File: src/rtl/onehot_scan_encoder16.sv
// Sequential 16-to-4 encoder: accepts a flag vector, then streams the index of
// every set bit, one per output handshake, in fixed priority order.
module onehot_scan_encoder16 #(
    parameter bit LSB_FIRST = 1'b1
) (
    input  logic        clk,
    input  logic        rst_n,
    input  logic        in_valid,
    output logic        in_ready,
    input  logic [15:0] in_vec,
    output logic        out_valid,
    input  logic        out_ready,
    output logic [3:0]  out_idx,
    output logic        out_last,
    output logic [4:0]  remaining,
    output logic        empty_err
);

    // A transfer happens on a rising edge where valid && ready; valid never
    // waits on ready, and the offered data is held until that edge.
    typedef enum logic {
        IDLE = 1'b0,
        SCAN = 1'b1
    } state_t;

    state_t      state;
    state_t      state_nxt;
    logic [15:0] pend;
    logic [15:0] pend_nxt;
    logic        err_nxt;

    function automatic logic [3:0] pick_idx(input logic [15:0] v);
        logic [3:0] idx;
        idx = '0;
        for (int i = 0; i < 16; i++) begin
            if (LSB_FIRST) begin
                if (v[15 - i]) idx = 4'(15 - i);
            end else begin
                if (v[i]) idx = 4'(i);
            end
        end
        return idx;
    endfunction

    function automatic logic [4:0] popcount(input logic [15:0] v);
        logic [4:0] cnt;
        cnt = '0;
        for (int i = 0; i < 16; i++) begin
            cnt = cnt + 5'(v[i]);
        end
        return cnt;
    endfunction

    assign in_ready  = (state == IDLE);
    assign out_valid = (state == SCAN);

    always_comb begin
        state_nxt = state;
        pend_nxt  = pend;
        err_nxt   = 1'b0;
        case (state)
            IDLE: begin
                if (in_valid) begin
                    if (in_vec != 16'h0000) begin
                        pend_nxt  = in_vec;
                        state_nxt = SCAN;
                    end else begin
                        err_nxt = 1'b1;
                    end
                end
            end
            SCAN: begin
                // out_idx always tracks pend, so it names the bit to retire.
                if (out_ready) begin
                    pend_nxt = pend & ~(16'h0001 << out_idx);
                    if (out_last) state_nxt = IDLE;
                end
            end
            default: state_nxt = IDLE;
        endcase
    end

    // Index outputs are precomputed from the next pend, so they are registers
    // and read zero whenever pend is empty (IDLE).
    always_ff @(posedge clk or negedge rst_n) begin
        if (!rst_n) begin
            state     <= IDLE;
            pend      <= '0;
            out_idx   <= '0;
            out_last  <= 1'b0;
            remaining <= '0;
            empty_err <= 1'b0;
        end else begin
            state     <= state_nxt;
            pend      <= pend_nxt;
            out_idx   <= pick_idx(pend_nxt);
            out_last  <= (popcount(pend_nxt) == 5'd1);
            remaining <= popcount(pend_nxt);
            empty_err <= err_nxt;
        end
    end

endmodule

File: config.mk
export PLATFORM = sky130hd
export DESIGN_NAME = onehot_scan_encoder16
export DESIGN_NICKNAME = d
export VERILOG_FILES = /design/src/rtl/onehot_scan_encoder16.sv
export SDC_FILE = /design/constraint.sdc
export NUM_CORES = 1
export LEC_CHECK = 0
export CAP_MARGIN = 20
export CORE_ASPECT_RATIO = 1.75
export CORE_MARGIN = 2
export CORE_UTILIZATION = 52
export DETAILED_ROUTE_END_ITERATION = 12
export GPL_ROUTABILITY_DRIVEN = 1
export PLACE_DENSITY = 0.91
export SLEW_MARGIN = 20
export SYNTH_ARGS = -nofsm -noshare
export SYNTH_HDL_FRONTEND = slang
export SYNTH_SLANG_ARGS = --single-unit
export TNS_END_PERCENT = 50
File: constraint.sdc
create_clock -name clk -period 5.8 [get_ports clk]
set_input_delay 1.16 -clock clk [delete_from_list [all_inputs] [get_ports clk]]
set_output_delay 1.16 -clock clk [all_outputs]
set_load 0.01 [all_outputs]
* After elaboration in Yosys (flattened, before gate mapping)
Cells that the tools add are included.
** Cells by class
- Muxes and demuxes :: 28
- Eq/ne operators :: 1
- Add/subtract/negate cells :: 15
- Reduce and logical (&&, ||, !) cells :: 1
- Shift-type cells :: 1
- Bitwise gates (word level) :: 3
** Operators with widths (count)
- 4-bit 2-to-1 mux :: 16
- 5-bit by 1-bit adder with 5-bit output :: 11
- 16-bit 2-to-1 mux :: 3
- 16-bit case mux with 2 select lines :: 1
- 16-bit bitwise AND :: 1
- 16-bit inverter :: 1
- 16-bit nonzero test :: 1
- 1-bit by 4-bit << shifter with 16-bit output (first input constant) :: 1
- 1-bit 2-to-1 mux :: 7
- 4-bit by 1-bit adder with 5-bit output :: 1
- 5-bit by 1-bit == test with 1-bit output (second input constant) :: 1
- 3-bit by 1-bit adder with 4-bit output :: 1
- 2-bit by 1-bit adder with 3-bit output :: 1
- 1-bit by 1-bit adder with 2-bit output :: 1
- 1-bit case mux with 2 select lines :: 1
- 1-bit inverter :: 1
** Word-level totals
- Register bits :: 28

* Depth between registers and ports, before layout
Gate-level depths: netlist of run 1.
- Word-level depth :: 21
- Gate-level depth with buffers :: 20
- Gate-level depth less buffers :: 18

* Least setup slack after synthesis of run 1
Ideal clock, no wire load.
- Path type :: input to register
- From :: input port in_vec[5]
- To :: register out_last
- Library setup time :: 0.101 ns
- Arrival :: 5.463 ns
- Path buffers :: 2
- Data required time :: 5.699 ns
- Stages on the path :: 17
- Path slack :: 0.236 ns
- Path through :: nor4_4 a41o_1 buf_6 buf_4 nor2_1 a311oi_1 fa_1 inv_1 fa_1 fa_1 fa_1 inv_1 ha_1 a21o_1 a21oi_1 xnor2_1 nor4_1
** Between the ends
- Elaborated cells between the ends (all ways) :: 20
- Classes of those cells :: add/sub (15); eq/ne (1); mux (3); reduce/logical (1)
** RTL lines
- start, declared :: RTL line 10 : input logic [15:0] in_vec,
- 16-bit nonzero test :: RTL line 64 : if (in_vec != 16'h0000) begin
- 16-bit 2-to-1 mux :: RTL line 64
- 16-bit 2-to-1 mux :: RTL line 63 : if (in_valid) begin
- 16-bit case mux with 2 select lines :: RTL line 61 : case (state)
- named net pend_nxt[3] :: RTL line 29 : logic [15:0] pend_nxt;
- 3-bit by 1-bit adder with 4-bit output :: RTL line 49 : cnt = cnt + 5'(v[i]);
- 4-bit by 1-bit adder with 5-bit output :: RTL line 49
- 5-bit by 1-bit adder with 5-bit output (11 in a row) :: RTL line 49
- 5-bit by 1-bit == test with 1-bit output :: RTL line 97 : out_last <= (popcount(pend_nxt) == 5'd1);
- end signal, assigned :: RTL line 97
- end, declared :: RTL line 14 : output logic out_last,
The timed path passes the listed nets, and every way through them passes these cells.

* Final worst setup path of run 1
- From :: input port in_vec[3]
- To :: register out_last
** Between the ends
- Elaborated cells between the ends (all ways) :: 20
- Classes of those cells :: add/sub (15); eq/ne (1); mux (3); reduce/logical (1)
** RTL lines (RTL line)
- 16-bit nonzero test :: 64
- 16-bit 2-to-1 mux :: 64
- 16-bit 2-to-1 mux :: 63
- 16-bit case mux with 2 select lines :: 61
- named net pend_nxt[7] :: 29
- 5-bit by 1-bit adder with 5-bit output (9 in a row) :: 49
- 5-bit by 1-bit == test with 1-bit output :: 97
The timed path passes the listed nets, and every way through them passes these cells.

==> results.cfg, run 1 <==
[outcome]
status = complete, no violations

[sta]
setup_viol = 0
setup_ws_ns = 0.148
finalMaxSlewViolations = 0
finalSetupTns_ns = 0
worst-slew-pin-transition_ns = 0.617
relSlewSlack_pct = 58.9
fin_skew_ns = 0.00163
timing.final.crit_share_pct = 97.5
max_clock_freq_ghz = 0.177
hold_violations = 0
fin_crit_ns = 5.65

[min_path]
hp-class = flip-flop to flip-flop
whs_path_depth = 3

[synth]
netlist.area_leader.share_pct = 39.0
syn_area_um2 = 1800
ys_async_sr_fraction_pct = 100
synthAdderAreaFrac_pct = 14.6
synth_top_family_by_area = simple AND/OR/NAND/NOR gates
ys_seq_area_share_pct = 39.0
synthFlopType = dfrtp_1
muxShareOfSynthArea_pct = 8.85
synth_compound_area_share_pct = 12.5
yosys.area_share.simple_pct = 17.3
syn_avg_cell_area_um2 = 10.8
ys_seq_elements = 28
synthXorXnorAreaFrac_pct = 0.976
synth_fp_nets = 202
yosys_warnings = 0
synth_area_leaders = dfrtp_1, fa_1, mux2i_1, inv_1, nor4_4
ys_types = 40
yosysTopAreaCell = dfrtp_1
synthCells = 167
synth_edf_count = 0

[grt]
grt_usage_pct = 28.0
grt_pass1_wl_um = 8160
first_global_vias = 1699
antenna_found_initial = 0
grt_overflow = 0
grt_max_degree = 29

[cts]
cts.path.max_buffers = 2
clkLatencyLatePin_ns = 0.28
cts-root-buf = clkbuf_8
clk_pin_slew_ns = 0.09
cts_tree = yes
htree_levels = 1
cts.sinks = 28
cts_buffers = 3
ctsHoldBuffers = 0

[placement]
dp_hpwl_um = 3990
place_ws_ns = -0.266
routabilityCongestion = 0.910
io_buffers = 32
dp.cells = 273

[floorplan]
rows = 28
die_h_um = 81.7
die_w_um = 48.4
dieArea_um2 = 3960
initial_utilization_pct = 53.9
core-area_um2 = 3330
pin_count = 33

[cells_and_area]
fin_cells = 281
nets = 272
antennaDiodeCount = 0
final_common_cell = buf_4
syn2layout_area_growth_pct = 45.2
layout_common_cells = buf_4, dfrtp_1, inv_1, clkdlybuf4s50_1, dlymetal6s2s_1
layout-drive-gt1-share_pct = 25.0

[route]
drtAntennaViolNets = 0
num_vias = 1657
wl_per_cell_um = 20.4
viasPerCell = 5.90
wl_um = 5720
drc = 0
drt-initial-drc-count = 85
firstDrtPassIters = 4

[critical_path]
crit_end = out_last
r2r_setup_slack_ns = 1.10
crit_required_ns = 5.99
reg2reg_depth = 14
path_cells = clkdlybuf4s50_1 > nor4_4 > a41o_1 > buf_12 > nor2_1 > a311o_1 > inv_2 > fa_1 > inv_1 > fa_1 > fa_1 > fa_1 > inv_1 > ha_1 > inv_1 > fa_1 > nand2_1 > nor4_2
worstSetupPathType = input pin to flip-flop
crit_path_max_incr_delay_ns = 0.53
r2r_start = out_valid
cp_max_fo = 8
slowest_stage = fa_1
crit_path_end_kind = flip-flop
arrival_ns = 5.85
r2r_end = out_last
start_kind = input pin
startpoint = in_vec[3]
crit_top_cell = fa_1

[job]
maxCapViolations = 0
-- layer usage --
layer	GRT usage, %	wire, µm	vias up
met5	0	0	-
met4	20.6	408	0
met3	2.73	337	46
met2	54.4	3060	95
met1	27.4	1920	794
li1	-	-	722
-- through the flow --
stage / instance area (µm²) / hold slack (ns) / util, %
finish: 2610 / 0.653 / 78.3
global route: 2610 / 0.675 / 78.3
CTS: 2480 / 0.603 / 74.4
detailed placement: 2410 / 0.589 / 72.3
global placement: 2410 / 0.574 / 72.3
floorplan: 1800 / 0.565 / -
-- cell families after synthesis --
| logic type | count (synthesis) |
|---|---|
| flip-flops | 28 |
| AND/OR/NAND/NOR | 47 |
| adder cells (fa/ha/maj) | 15 |
| AO/OA/AOI/OAI | 31 |
| multiplexers | 15 |
| buffers and inverters | 29 |
| XOR/XNOR | 2 |
-- worst max-delay path: cells and delay by family --
kind                       cells  cell delay (ns)
adders and majority gates      6             2.48
buffers and inverters          6             0.90
and+or+nand+nor                4             0.69
AOI/OAI and AO/OA              2             0.63
-- Yosys cell counts (3+ instances only) --
cell type,number
nor4_1,3
nor3_1,3
ha_1,5
nor2_1,13
nand2_1,9
nor2b_1,3
a21oi_1,7
o31a_1,3
nor4_4,4
dfrtp_1,28
o21ai_0,6
inv_1,25
fa_1,10
mux2i_1,12
-- state kept, by name (all words and copies together), names as in the netlist --
signal / flops
pend: 16
remaining: 5
out_idx: 4
empty_err: 1
out_last: 1
out_valid: 1
-- final cells by class --
type | instances | area [µm²]
fillers | 177 | 721
clock inverters | 1 | 30.0
well taps | 45 | 56.3
repair buffers | 69 | 643
multi-input cells | 110 | 1040
clock buffers | 3 | 41.3
flip-flops and latches | 28 | 701
inverters | 25 | 93.8
-- worst min-delay path by stage --
stage	start	slack, ns	end
after CTS	out_last	0.60	out_valid
after global routing	out_last	0.68	out_valid
final	out_last	0.65	out_valid
after global placement	out_last	0.57	out_valid
after detailed placement	out_last	0.59	out_valid
after floorplan	out_last	0.57	out_valid
-- repair_timing --
| item | CTS | global route |
|---|---|---|
| gates resized for setup | 0 | 26 |
| buffers inserted | 0 | 4 |
| setup endpoints to repair | 0 | 4 |
Power of run 1 is left out: the tool's default activity adds up to more than one toggle a clock period on the data nets, which glitch-free logic cannot reach.
==> run 2, diff against run 1 <==
CORE_ASPECT_RATIO = 1.1   (was 1.75)
==> results.cfg, run 2 (synthesis results as in run 1) <==
[sta]
fin_skew_ns = 0.00312
finalMaxSlewViolations = 0
relSlewSlack_pct = 60.4
fin_crit_ns = 5.73
hold_violations = 0
hold_slack_ns = 0.618
worst-slew-pin-transition_ns = 0.594
max_clock_freq_ghz = 0.174
setup_viol = 0
timing.final.crit_share_pct = 98.8

[cells_and_area]
multiInputGateArea_um2 = 1040
final_common_cell = buf_4
fin_cells = 280
layout-drive-gt1-share_pct = 23.7
largest_reg_flops = 16
nets = 269
utilization_pct = 74.9
antennaDiodeCount = 0
final-seq-area_um2 = 701
fin_area_um2 = 2490
top_register = pend
syn2layout_area_growth_pct = 38.9
reg_top3 = pend: 16 flops, remaining: 5 flops, out_idx: 4 flops
layout_common_cells = buf_4, clkdlybuf4s50_1, dfrtp_1, inv_1, nor2_1
fillers = 193

[floorplan]
die_w_um = 60.0
initial_utilization_pct = 53.9
rows = 22
pin_count = 33
die_h_um = 65.6
core-area_um2 = 3330
dieArea_um2 = 3940

[grt]
grt_overflow = 0
grt_pass1_wl_um = 7090
first_global_vias = 1572
antenna_found_initial = 0
grt_usage_pct = 24.7
grt_max_degree = 29

[placement]
io_buffers = 32
dp.cells = 273
placed_area_um2 = 2370
dp_hpwl_um = 3710
routabilityCongestion = 0.890

[route]
wl_um = 5630
drc = 0
drt-initial-drc-count = 181
viasPerCell = 6.21
num_vias = 1740
firstDrtPassIters = 5
drtAntennaViolNets = 0
wl_per_cell_um = 20.1

[cts]
clk_pin_slew_ns = 0.14
cts.sinks = 28
cts_buffers = 3
cts_tree = yes
clkLatencyLatePin_ns = 0.33
cts.path.max_buffers = 2
ctsHoldBuffers = 0
cts-root-buf = clkbuf_4
htree_levels = 1

[min_path]
hp-class = flip-flop to flip-flop
whs_path_depth = 3

[critical_path]
cp_max_fo = 8
reg2reg_depth = 14
start_kind = input pin
arrival_ns = 5.98
worstSetupPathType = input pin to flip-flop
crit_path_end_kind = flip-flop
crit_required_ns = 6.05

[outcome]
status = complete, no violations

[job]
maxCapViolations = 0
## run 2: cell count changes in the layout (fill, tap and decap cells not counted), sizes merged
| cell | previous run | this run |
|---|---|---|
| buf | 37 | 34 |
| bufinv | 1 | 0 |
| clkdlybuf4s50 | 19 | 32 |
| dlymetal6s2s | 13 | 0 |
## run 2: cell type report
cell class	instances	share of cell area [%]
sequential	28	28.1
clock buffer	3	0.903
timing repair buffer	66	23.1
multi-input combinational	110	41.7
inverter	25	3.76
tap	48	2.41
## run 2: per-layer routing
layer	part of all wire, %	global-route usage, %	vias to the layer above	wire, µm
li1	-	-	718	-
met1	35	26.4	845	1950
met2	50	46.1	133	2830
met3	8.0	2.76	44	453
met4	7.1	12.8	0	399
met5	0	0	-	0
## run 2: critical path, cell delays in order
cell and delay, ns:
clkdlybuf4s50_1 0.51, nor4_4 0.36, a41o_1 0.25, buf_4 0.24
mux2i_2 0.42, fa_1 0.48, inv_1 0.07, fa_1 0.43
fa_1 0.54, fa_1 0.41, inv_1 0.07, ha_1 0.15
inv_1 0.06, fa_1 0.50, nand2_1 0.07, nor4_2 0.25
## run 2: worst paths after layout
path	startpoint	end	slack [ns]
max	in_vec[15]	out_last	0.07
min	out_last	out_valid	0.62
max reg2reg	out_valid	out_last	0.99
min reg2reg	out_last	out_valid	0.62
max in group asynchronous	rst_n	pend[1]	4.32
min in group asynchronous	rst_n	out_valid	1.22
## run 2: timing repair
action | 4_1_cts | 5_1_grt
pin swaps | 0 | 5
gates resized for setup | 1 | 11
setup endpoints to repair | 1 | 3
buffers inserted | 0 | 4
## run 2: per-stage QoR
stage / setup TNS, ns / setup slack (ns)
final: 0 / 0.0691
after global routing: -0.107 / -0.0935
after CTS: 0 / 0.0261
after detailed placement: -0.932 / -0.357
after global placement: -0.300 / -0.166
after floorplan: 0 / 0.236
Power of run 2 is left out for the same reason.
